$ cat config.mk
export PLATFORM = sky130hd
export DESIGN_NAME = stopwatch_ctrl
export DESIGN_NICKNAME = d
export VERILOG_FILES = /design/src/rtl/stopwatch_pkg.sv /design/src/rtl/stopwatch_ctrl_rise_detect.sv /design/src/rtl/stopwatch_ctrl.sv
export SDC_FILE = /design/constraint.sdc
export NUM_CORES = 1
export LEC_CHECK = 0
export ABC_CLOCK_PERIOD_IN_PS = 1900
export CAP_MARGIN = 5
export CORE_MARGIN = 5
export CORE_UTILIZATION = 54
export CTS_BUF_LIST = sky130_fd_sc_hd__clkbuf_8 sky130_fd_sc_hd__clkbuf_16
export DETAILED_ROUTE_END_ITERATION = 6
export GPL_ROUTABILITY_DRIVEN = 1
export PLACE_DENSITY = 0.79
export SETUP_SLACK_MARGIN = 0.05
export SYNTH_ARGS = -nofsm -noshare
export SYNTH_HDL_FRONTEND = slang
export SYNTH_SLANG_ARGS = --single-unit
$ cat constraint.sdc
create_clock -name clk -period 1.9 [get_ports clk]
set_input_delay 0.38 -clock clk [delete_from_list [all_inputs] [get_ports clk]]
set_output_delay 0.38 -clock clk [all_outputs]
set_load 0.005 [all_outputs]
$ cat src/rtl/stopwatch_pkg.sv
// Shared stopwatch types: FSM state encoding, tick rate and default long-press length.
// Imported by stopwatch_ctrl; pure declarations, no logic.
package stopwatch_pkg;

  typedef enum logic [1:0] {
    IDLE  = 2'b00,
    RUN   = 2'b01,
    PAUSE = 2'b10,
    LAP   = 2'b11
  } sw_state_t;

  localparam int TICK_HZ              = 1000;
  localparam int LONG_PRESS_TICKS_DEF = 2 * TICK_HZ;

endpackage

$ cat src/rtl/stopwatch_ctrl_rise_detect.sv
// Rising-edge detector for a debounced button level.
// Latency: rise is combinational from level; the history bit updates every clock. No backpressure.
// The history bit resets to 1, so a button held through reset release never reads as a press.
module rise_detect (
  input  logic clk,
  input  logic reset,
  input  logic level,
  output logic rise
);

  logic prev;

  always_ff @(posedge clk or negedge reset) begin
    if (!reset) prev <= 1'b1;
    else        prev <= level;
  end

  assign rise = level & ~prev;

endmodule

$ cat src/rtl/stopwatch_ctrl.sv
// Run/pause/clear FSM for the stopwatch, with long-press clear. LAP_HOLD_EN enables lap hold.
// Latency: button edge before clock k -> registered outputs change after edge k (1 clock).
// No backpressure: count_clr is a one-cycle pulse and every other output is a level.
module stopwatch_ctrl
  import stopwatch_pkg::*;
#(
  parameter int LONG_PRESS_TICKS = LONG_PRESS_TICKS_DEF,
  parameter int LP_W             = 11
) (
  input  logic       clk,
  input  logic       reset,
  input  logic       tick,
  input  logic       start_stop,
  input  logic       clear,
  output logic       count_en,
  output logic       count_clr,
  output logic       disp_hold,
  output logic [1:0] state_o
);

  localparam logic [LP_W-1:0] LP_MAX  = LP_W'(LONG_PRESS_TICKS);
  localparam logic [LP_W-1:0] LP_LAST = LP_W'(LONG_PRESS_TICKS - 1);

  sw_state_t       state, nxt;
  logic            ss_rise, clr_rise;
  logic            lp_active, lp_fire, lp_fired, clr_req;
  logic [LP_W-1:0] lp_cnt;

  rise_detect u_ss_rise (
    .clk   (clk),
    .reset (reset),
    .level (start_stop),
    .rise  (ss_rise)
  );

  rise_detect u_clr_rise (
    .clk   (clk),
    .reset (reset),
    .level (clear),
    .rise  (clr_rise)
  );

  assign lp_active = clear && ((state == RUN) || (state == LAP));
  assign lp_fire   = lp_active && tick && !lp_fired && (lp_cnt == LP_LAST);

  // The fired flag only clears when the button is released, so re-entering RUN
  // with clear still held cannot trigger a second long press.
  always_ff @(posedge clk or negedge reset) begin
    if (!reset) begin
      lp_cnt   <= '0;
      lp_fired <= 1'b0;
    end else begin
      if (!lp_active)                    lp_cnt <= '0;
      else if (tick && lp_cnt != LP_MAX) lp_cnt <= lp_cnt + LP_W'(1);

      if (!clear)       lp_fired <= 1'b0;
      else if (lp_fire) lp_fired <= 1'b1;
    end
  end

  // Priority: start_stop edge, then long press, then clear edge.
  always_comb begin
    nxt     = state;
    clr_req = 1'b0;
    case (state)
      IDLE: begin
        if (ss_rise)       nxt = RUN;
        else if (clr_rise) clr_req = 1'b1;
      end
      RUN: begin
        if (ss_rise) nxt = PAUSE;
        else if (lp_fire) begin
          nxt     = IDLE;
          clr_req = 1'b1;
        end
`ifdef LAP_HOLD_EN
        else if (clr_rise) nxt = LAP;
`endif
      end
      PAUSE: begin
        if (ss_rise) nxt = RUN;
        else if (clr_rise) begin
          nxt     = IDLE;
          clr_req = 1'b1;
        end
      end
      LAP: begin
`ifdef LAP_HOLD_EN
        if (ss_rise) nxt = PAUSE;
        else if (lp_fire) begin
          nxt     = IDLE;
          clr_req = 1'b1;
        end
        else if (clr_rise) nxt = RUN;
`else
        nxt = IDLE;
`endif
      end
    endcase
  end

  always_ff @(posedge clk or negedge reset) begin
    if (!reset) begin
      state     <= IDLE;
      count_en  <= 1'b0;
      count_clr <= 1'b0;
      disp_hold <= 1'b0;
      state_o   <= 2'b00;
    end else begin
      state     <= nxt;
      count_en  <= (nxt == RUN) || (nxt == LAP);
      count_clr <= clr_req;
`ifdef LAP_HOLD_EN
      disp_hold <= (nxt == LAP);
`else
      disp_hold <= 1'b0;
`endif
      state_o   <= nxt;
    end
  end

endmodule

* Word-level counts from Yosys, hierarchy flattened
Index checks and enable logic that the tools add are counted.
** Word-level totals
- Register bits :: 18
- Latch bits :: 0
- Bits in writable memories :: 0
- Bits in read-only memories :: 0
- Bits of input ports :: 5
- Output and inout bits :: 5
- Logic and storage cells :: 46
- Memories :: 0
** Cells by class
- $add $sub $neg :: 1
- Multiply operators :: 0
- Divide/modulo/power cells :: 0
- Order comparisons :: 0
- Equality and inequality tests :: 9
- Shift operators :: 0
- Mux-type cells :: 15
- Bitwise logic cells :: 4
- Reductions and logical operators :: 10
** Operators with widths (number)
- $mux 11 :: 2
- $add 11x1->11 const B :: 1
- $eq 11x11->1 const B :: 1
- $ne 11x11->1 const B :: 1
- $mux 2 :: 5
- $pmux 2 s4 :: 1
- $eq 2x2->1 const B :: 3
- $mux 1 :: 6
- $logic_and 1x1->1 :: 5
- $eq 2x1->1 const B :: 2
- $ne 2x1->1 const B :: 2
- $and 1x1->1 :: 2
- $logic_not 2->1 :: 1
- $logic_or 1x1->1 :: 2
- $not 1->1 :: 2
- $pmux 1 s2 :: 1
- $reduce_or 2->1 :: 1
- $logic_not 1->1 :: 1

* Depth between registers and ports, before layout
Gate-level depths: netlist of run 1.
- Depth in word-level cells :: 11
- Gate-level depth with buffers :: 5
- Depth with buffers taken out :: 5

* Modules after synthesis
Synthesis of run 1 repeated with hierarchy kept, for this count alone.
** Second synthesis, totals
- Cell total of the unflattened synthesis :: 98
- Area total of the unflattened synthesis :: 989.7 µm²
** Modules (own cells, without submodules)
- stopwatch_ctrl :: times used 1, cells each 94, area each 909.6 µm², seq. area each 400.4 µm²
- rise_detect :: times used 2, cells each 2, area each 40.0 µm², seq. area each 26.3 µm²

* Worst setup path before layout of run 1
No wires, ideal clock.
- Path kind :: reg-to-reg
- Start :: register lp_cnt[0]
- End :: register lp_cnt[2]
- Library setup time :: 0.078 ns
- Arrival time :: 1.362 ns
- Data required time :: 1.822 ns
- Setup slack :: 0.460 ns
- Stages on the path, launching flop included :: 6
- Buffers on the path :: 0
- Clock period less this slack :: 1.440 ns
- Cell sequence :: dfrtp_1 -> inv_1 -> ha_1 -> and4bb_2 -> a311o_2 -> a21oi_1
** Between the ends
- Longest elaborated chain between the ends :: 3
- Elaborated cells between the ends (all ways) :: 6
- Classes of those cells :: add/sub (1); eq/ne (2); mux (2); reduce/logical (1)
** RTL lines
- start, declared :: line stopwatch_ctrl.sv:27 : logic [LP_W-1:0] lp_cnt;
- start signal, assigned :: line stopwatch_ctrl.sv:54 : else if (tick && lp_cnt != LP_MAX) lp_cnt <= lp_cnt + LP_W'(1);
- $add 11x1->11 or $ne 11x11->1 (tied branches) :: line stopwatch_ctrl.sv:54
- $mux 11 or $logic_and 1x1->1 (tied branches) :: line stopwatch_ctrl.sv:54
- $mux 11 or $ne 2x1->1 (tied branches)
Several ways; a longest one is shown, not always the timed one. The select of a mux whose other input is x is not followed.
A chain may end at the register's enable or synchronous reset.

==> impl_metrics.env, run 1 <==
export IMPL_drt_iter0_drc=28
export IMPL_antenna_found_initial=0
export IMPL_ys_ff_latch=18
export IMPL_worst_path_buf_inv=1
export IMPL_layout_nets=117
export IMPL_start_util_pct=56.5
export IMPL_synth_edf_count=0
export IMPL_period_minus_slack_ns=1.76
export IMPL_fin_total_pwr_mw=0.913
export IMPL_async_flop_share_pct=100
export IMPL_syn_to_final_growth_pct=17.4
export IMPL_stdcell_count=134
export IMPL_vdd_ir_drop_max_uv=714
export IMPL_path_clk_slew_ns=0.07
export IMPL_grt_usage_pct=16.6
export IMPL_slew_violations=0
export IMPL_drc=0
export IMPL_hold_viol=0
export IMPL_synth_top_area_share_pct=41.0
export IMPL_setup_violations=0
export IMPL_holdWs_ns=0.436
export IMPL_start_kind="flip-flop"
export IMPL_dpl_hpwl_mm=1.46
export IMPL_synthCells=96
export IMPL_seqPwrFrac_pct=49.2
export IMPL_core_region_area_mm2=0.00173
export IMPL_synth_xor_area_share_pct=1.79
export IMPL_synth_area_um2=976
export IMPL_synth_warnings=0
export IMPL_postRouteAntennaNets=0
export IMPL_yosys_area_share_adder_pct=2.56
export IMPL_die_y_um=52.5
export IMPL_fin_crit_sh_pct=92.4
export IMPL_yosys_area_share_simple_pct=27.4
export IMPL_p_comb_share_pct=16.3
export IMPL_synth_compound_area_share_pct=16.0
export IMPL_synth_nets=103
export IMPL_postCtsHoldBufs=0
export IMPL_drtPass1Iterations=4
export IMPL_fp_dieW_um=52.5
export IMPL_grt_pass1_wl_mm=3.44
export IMPL_yosys_cell_count_top_type="dfrtp_1"
export IMPL_vias=789
export IMPL_wl_mm=1.94
export IMPL_critPathMaxFanout=12
export IMPL_yosysTopAreaCell="dfrtp_1"
export IMPL_required_ns=1.52
export IMPL_synth_distinct_cells=35
export IMPL_gp_congestion=0.845
export IMPL_power_density_mw_per_mm2=797
export IMPL_end_kind="primary output"
export IMPL_io_pin_count=10
export IMPL_rows=15
export IMPL_cts_tree="yes"
export IMPL_p_sw_mw=0.235
export IMPL_post_cts_setup_buffers=0
export IMPL_hp_class="in -> async"
export IMPL_fin_ws_ns=0.144
export IMPL_wl_per_cell_um=14.5
export IMPL_port_buffers=8
export IMPL_yosys_top_cells_area="dfrtp_1 (41%), dfstp_2 (5.4%), nand2b_1 (3.8%), nand4_1 (3.8%), a21oi_1 (3.6%)"
export IMPL_root_buffer="clkbuf_8"
export IMPL_pwr_share_clk_pct=34.5
export IMPL_grt_max_degree=13
export IMPL_synth_mux_area_share_pct=0
export IMPL_ys_flop_type="dfrtp_1"
export IMPL_maxCapViolCount=0
export IMPL_rsz0062_at_grt="no"
export IMPL_h_tree_depth=1
export IMPL_cts_sinks=18
export IMPL_insertion_delay_ns=0.25
export IMPL_cts_buffer_depth=2
export IMPL_post_place_cells=130
export IMPL_die_area_mm2=0.00276
export IMPL_seq_area_frac_synth_pct=46.4
export IMPL_power_switching_share_pct=25.7
export IMPL_p_leak_nw=0.460
export IMPL_cts_inserted_buffers=3
export IMPL_diodes=0
export IMPL_cp_arrival_ns=1.38
export IMPL_fin_setup_tns_ns=0
export IMPL_cts_resized=0
export IMPL_critPathMaxStageDelay_ns=0.57
export IMPL_drive_gt1_share_pct=16.5
export IMPL_clock_skew_ns=0.00381
export IMPL_postSynthAreaPerCell_um2=10.2
export IMPL_cpLargestDelayFamily="buffers and inverters"
export IMPL_p_int_mw=0.678
export IMPL_via_per_inst=5.89
export IMPL_crit_type="reg -> out"
export IMPL_gr_total_overflow=0
export IMPL_post_place_ws_ns=0.0259
export IMPL_synth_top_family_by_area="simple AND/OR/NAND/NOR gates"
export IMPL_cp_slowest_cell="clkdlybuf4s50_1"
export IMPL_status="finished, final reports clean"
export IMPL_synthTopCellsByCount="dfrtp_1 (16), a21oi_1 (7), nand2_1 (6), nand2b_1 (6), nand4_1 (6)"
export IMPL_max_freq_mhz=570
export IMPL_crit_chain="clkdlybuf4s50_1"
export IMPL_grt_pass1_vias=782
[metrics by stage]
stage | cell area, µm² | util (%)
after floorplan | 976 | -
after global placement | 1090 | 63.2
after detailed placement | 1090 | 63.2
after CTS | 1150 | 66.4
after global routing | 1150 | 66.4
final | 1150 | 66.4
[cells by family after synthesis]
family          after synthesis
other cells                   1
xor+xnor                      2
simple gates                 42
fa+ha+maj                     2
buf+inv                       8
compound gates               23
flops                        18
[power groups by stage]
stage                     registers (mW)  logic (mW)  clock network, mW
after global placement             0.454       0.145                  0
after CTS                          0.449       0.151              0.317
final                              0.449       0.149              0.315
after global routing               0.455       0.165              0.337
after detailed placement           0.455       0.150                  0
after floorplan                    0.438      0.0922                  0
[flip-flops by register name, summed over array words and instances (netlist names)]
| signal | flops |
|---|---|
| lp_cnt | 11 |
| state | 2 |
| count_clr | 1 |
| count_en | 1 |
| lp_fired | 1 |
| u_clr_rise.prev | 1 |
| u_ss_rise.prev | 1 |
[final cells by class]
type	count	area, µm²
clock buffer	4	55.1
fill	150	581
inverter	3	11.3
multi-input combinational	70	470
sequential	18	453
tap	25	31.3
timing repair buffer	14	125
[worst reg2reg max path: cells and delay by family (launching register included)]
kind,cells,cell delay [ns]
DFF,1,0.47
and+or+nand+nor,1,0.27
AOI/OAI and AO/OA,2,0.51
adders and majority gates,1,0.20
buffers and inverters,1,0.07
[cells in the final DEF (no fill, tap or decap), drive strengths merged, types with 3 or more instances in the layout]
master / instances
dfrtp: 16
clkdlybuf4s50: 8
a21oi: 7
nand4: 7
nand2: 7
nand2b: 6
buf: 6
o31ai: 4
or4: 4
clkbuf: 4
inv: 3
nor2b: 3
o22ai: 3
nor2: 3
[worst paths after layout]
path / cells past startpoint / from / to / slack [ns]
hold / removal: 1 / reset / lp_cnt[1]$_DFFE_PN0P_ / 0.44
setup reg to reg: 5 / lp_cnt[0]$_DFFE_PN0P_ / lp_cnt[2]$_DFFE_PN0P_ / 0.31
min in group clk: 1 / lp_fired$_DFFE_PN0P_ / lp_fired$_DFFE_PN0P_ / 0.49
max in group asynchronous: 2 / reset / lp_cnt[7]$_DFFE_PN0P_ / 0.96
hold reg to reg: 1 / lp_fired$_DFFE_PN0P_ / lp_fired$_DFFE_PN0P_ / 0.49
setup / recovery: 1 / state[0]$_DFF_PN0_ / state_o[0] / 0.14
[metal layers]
layer  global-route usage, %  vias up  wire length (µm)
li1                        -      386                 -
met1                    22.1      379               911
met2                    27.9       22               933
met3                    2.85        2                76
met4                    3.83        0                17
met5                       0        -                 0
(Power assumes the default switching activity.)
==> run 2, diff against run 1 <==
- PLACE_DENSITY: 0.79 -> 0.83
==> run 2 against run 1 <==
Effect of this change:
- routed wire length grew 2.7%
- sequential cell count is the same
- critical path depth is the same
- global-route usage grew 1.2 points
- die area is the same
- clock skew is essentially flat
- cell count shrank 0.75%
- sequential power is essentially flat
- critical endpoint unchanged
- utilization shrank 0.36 points
- register-to-register slack gained 0.02 ns
- largest cell class unchanged
==> impl_metrics.env, run 2 (synthesized netlist as in run 1, its figures left out) <==
export IMPL_critPathMaxStageDelay_ns=0.54
export IMPL_wl_mm=1.99
export IMPL_fin_ws_ns=0.233
export IMPL_crit_chain="clkdlybuf4s50_1"
export IMPL_status="finished, final reports clean"
export IMPL_largest_reg_flops=11
export IMPL_cts_resized=0
export IMPL_regMostFlops="lp_cnt"
export IMPL_p_leak_nw=0.455
export IMPL_wl_per_cell_um=15.0
export IMPL_diodes=0
export IMPL_vias=804
export IMPL_drc=0
export IMPL_drive_gt1_share_pct=16.7
export IMPL_drt_iter0_drc=21
export IMPL_largest_registers="lp_cnt: 11 flops, state: 2 flops"
export IMPL_h_tree_depth=1
export IMPL_setup_violations=0
export IMPL_layout_commonest_cell="dfrtp_1"
export IMPL_dpl_hpwl_mm=1.38
export IMPL_fin_crit_sh_pct=87.7
export IMPL_cts_tree="yes"
export IMPL_port_buffers=8
export IMPL_hold_viol=0
export IMPL_cp_slowest_cell="clkdlybuf4s50_1"
export IMPL_crit_type="reg -> out"
export IMPL_clock_skew_ns=0.00428
export IMPL_hp_class="in -> async"
export IMPL_grt_usage_pct=17.8
export IMPL_slew_violations=0
export IMPL_io_pin_count=10
export IMPL_fin_setup_tns_ns=0
export IMPL_die_y_um=52.5
export IMPL_start_util_pct=56.5
export IMPL_via_per_inst=6.05
export IMPL_syn_to_final_growth_pct=16.8
export IMPL_max_freq_mhz=600
export IMPL_grt_max_degree=19
export IMPL_required_ns=1.52
export IMPL_grt_pass1_wl_mm=3.56
export IMPL_cp_arrival_ns=1.29
export IMPL_post_cts_setup_buffers=0
export IMPL_r2r_cells=5
export IMPL_postRouteAntennaNets=0
export IMPL_layout_nets=116
export IMPL_insertion_delay_ns=0.26
export IMPL_post_place_cells=129
export IMPL_rsz0062_at_grt="no"
export IMPL_stdcell_count=133
export IMPL_postCtsHoldBufs=0
export IMPL_worst_path_buf_inv=1
export IMPL_post_place_ws_ns=0.0249
export IMPL_cts_sinks=18
export IMPL_critPathMaxFanout=12
export IMPL_cp_depth=1
export IMPL_vdd_ir_drop_max_uv=646
export IMPL_final_area_mm2=0.00114
export IMPL_root_buffer="clkbuf_8"
export IMPL_antenna_found_initial=0
export IMPL_place_area_mm2=0.00108
export IMPL_end_kind="primary output"
export IMPL_path_clk_slew_ns=0.07
export IMPL_start_kind="flip-flop"
export IMPL_gr_total_overflow=0
export IMPL_drtPass1Iterations=4
export IMPL_cts_buffer_depth=2
export IMPL_fp_dieW_um=52.5
export IMPL_maxCapViolCount=0
export IMPL_period_minus_slack_ns=1.67
export IMPL_core_region_area_mm2=0.00173
export IMPL_die_area_mm2=0.00276
export IMPL_cpLargestDelayFamily="buffers and inverters"
export IMPL_gp_congestion=0.848
export IMPL_rows=15
export IMPL_final_cell_mix="dfrtp_1 (15), clkdlybuf4s50_1 (8), a21oi_1 (7)"
export IMPL_grt_pass1_vias=778
export IMPL_cts_inserted_buffers=3
export IMPL_power_density_mw_per_mm2=797
## run 2: cell types whose count changed in the layout (fill, tap and decap cells not counted), sizes merged
cell  delta
buf      -1
## run 2: area by class of cell
type                       instances  area (µm²)
timing repair buffer              13         118
clock buffer                       4        55.1
inverter                           3        11.3
sequential                        18         454
tap                               25        31.3
fill                             141         587
multi-input combinational         70         470
## run 2: final timing paths
path	from	endpoint	slack, ns
max	state[0]$_DFF_PN0_	state_o[0]	0.23
min	reset	lp_cnt[0]$_DFFE_PN0P_	0.44
max reg2reg	lp_cnt[0]$_DFFE_PN0P_	lp_cnt[2]$_DFFE_PN0P_	0.33
min reg2reg	lp_fired$_DFFE_PN0P_	lp_fired$_DFFE_PN0P_	0.53
max in group asynchronous	reset	u_ss_rise.prev$_DFF_PN1_	1.19
min in group clk	lp_fired$_DFFE_PN0P_	lp_fired$_DFFE_PN0P_	0.53
## run 2: layer usage
layer  up-vias  GRT usage [%]  wire length [µm]
li1        385              -                 -
met1       397           20.9               876
met2        20           29.8              1020
met3         2           4.27                76
met4         0           9.36                16
met5         -              0                 0
## run 2: report_power, final
| group | switching [mW] | internal [mW] | total [mW] |
|---|---|---|---|
| combinational | 0.0624 | 0.0788 | 0.141 |
| clock | 0.131 | 0.184 | 0.315 |
| sequential | 0.0401 | 0.412 | 0.452 |
| total | 0.233 | 0.675 | 0.908 |
## run 2: stage by stage
step	power (mW)	utilization (%)	hold WS (ns)
2_1_floorplan	0.530	-	0.0844
3_3_place_gp	0.591	62.8	0.469
3_5_place_dp	0.597	62.8	0.512
4_1_cts	0.915	65.9	0.448
5_1_grt	0.964	66.0	0.465
6_report	0.908	66.0	0.444
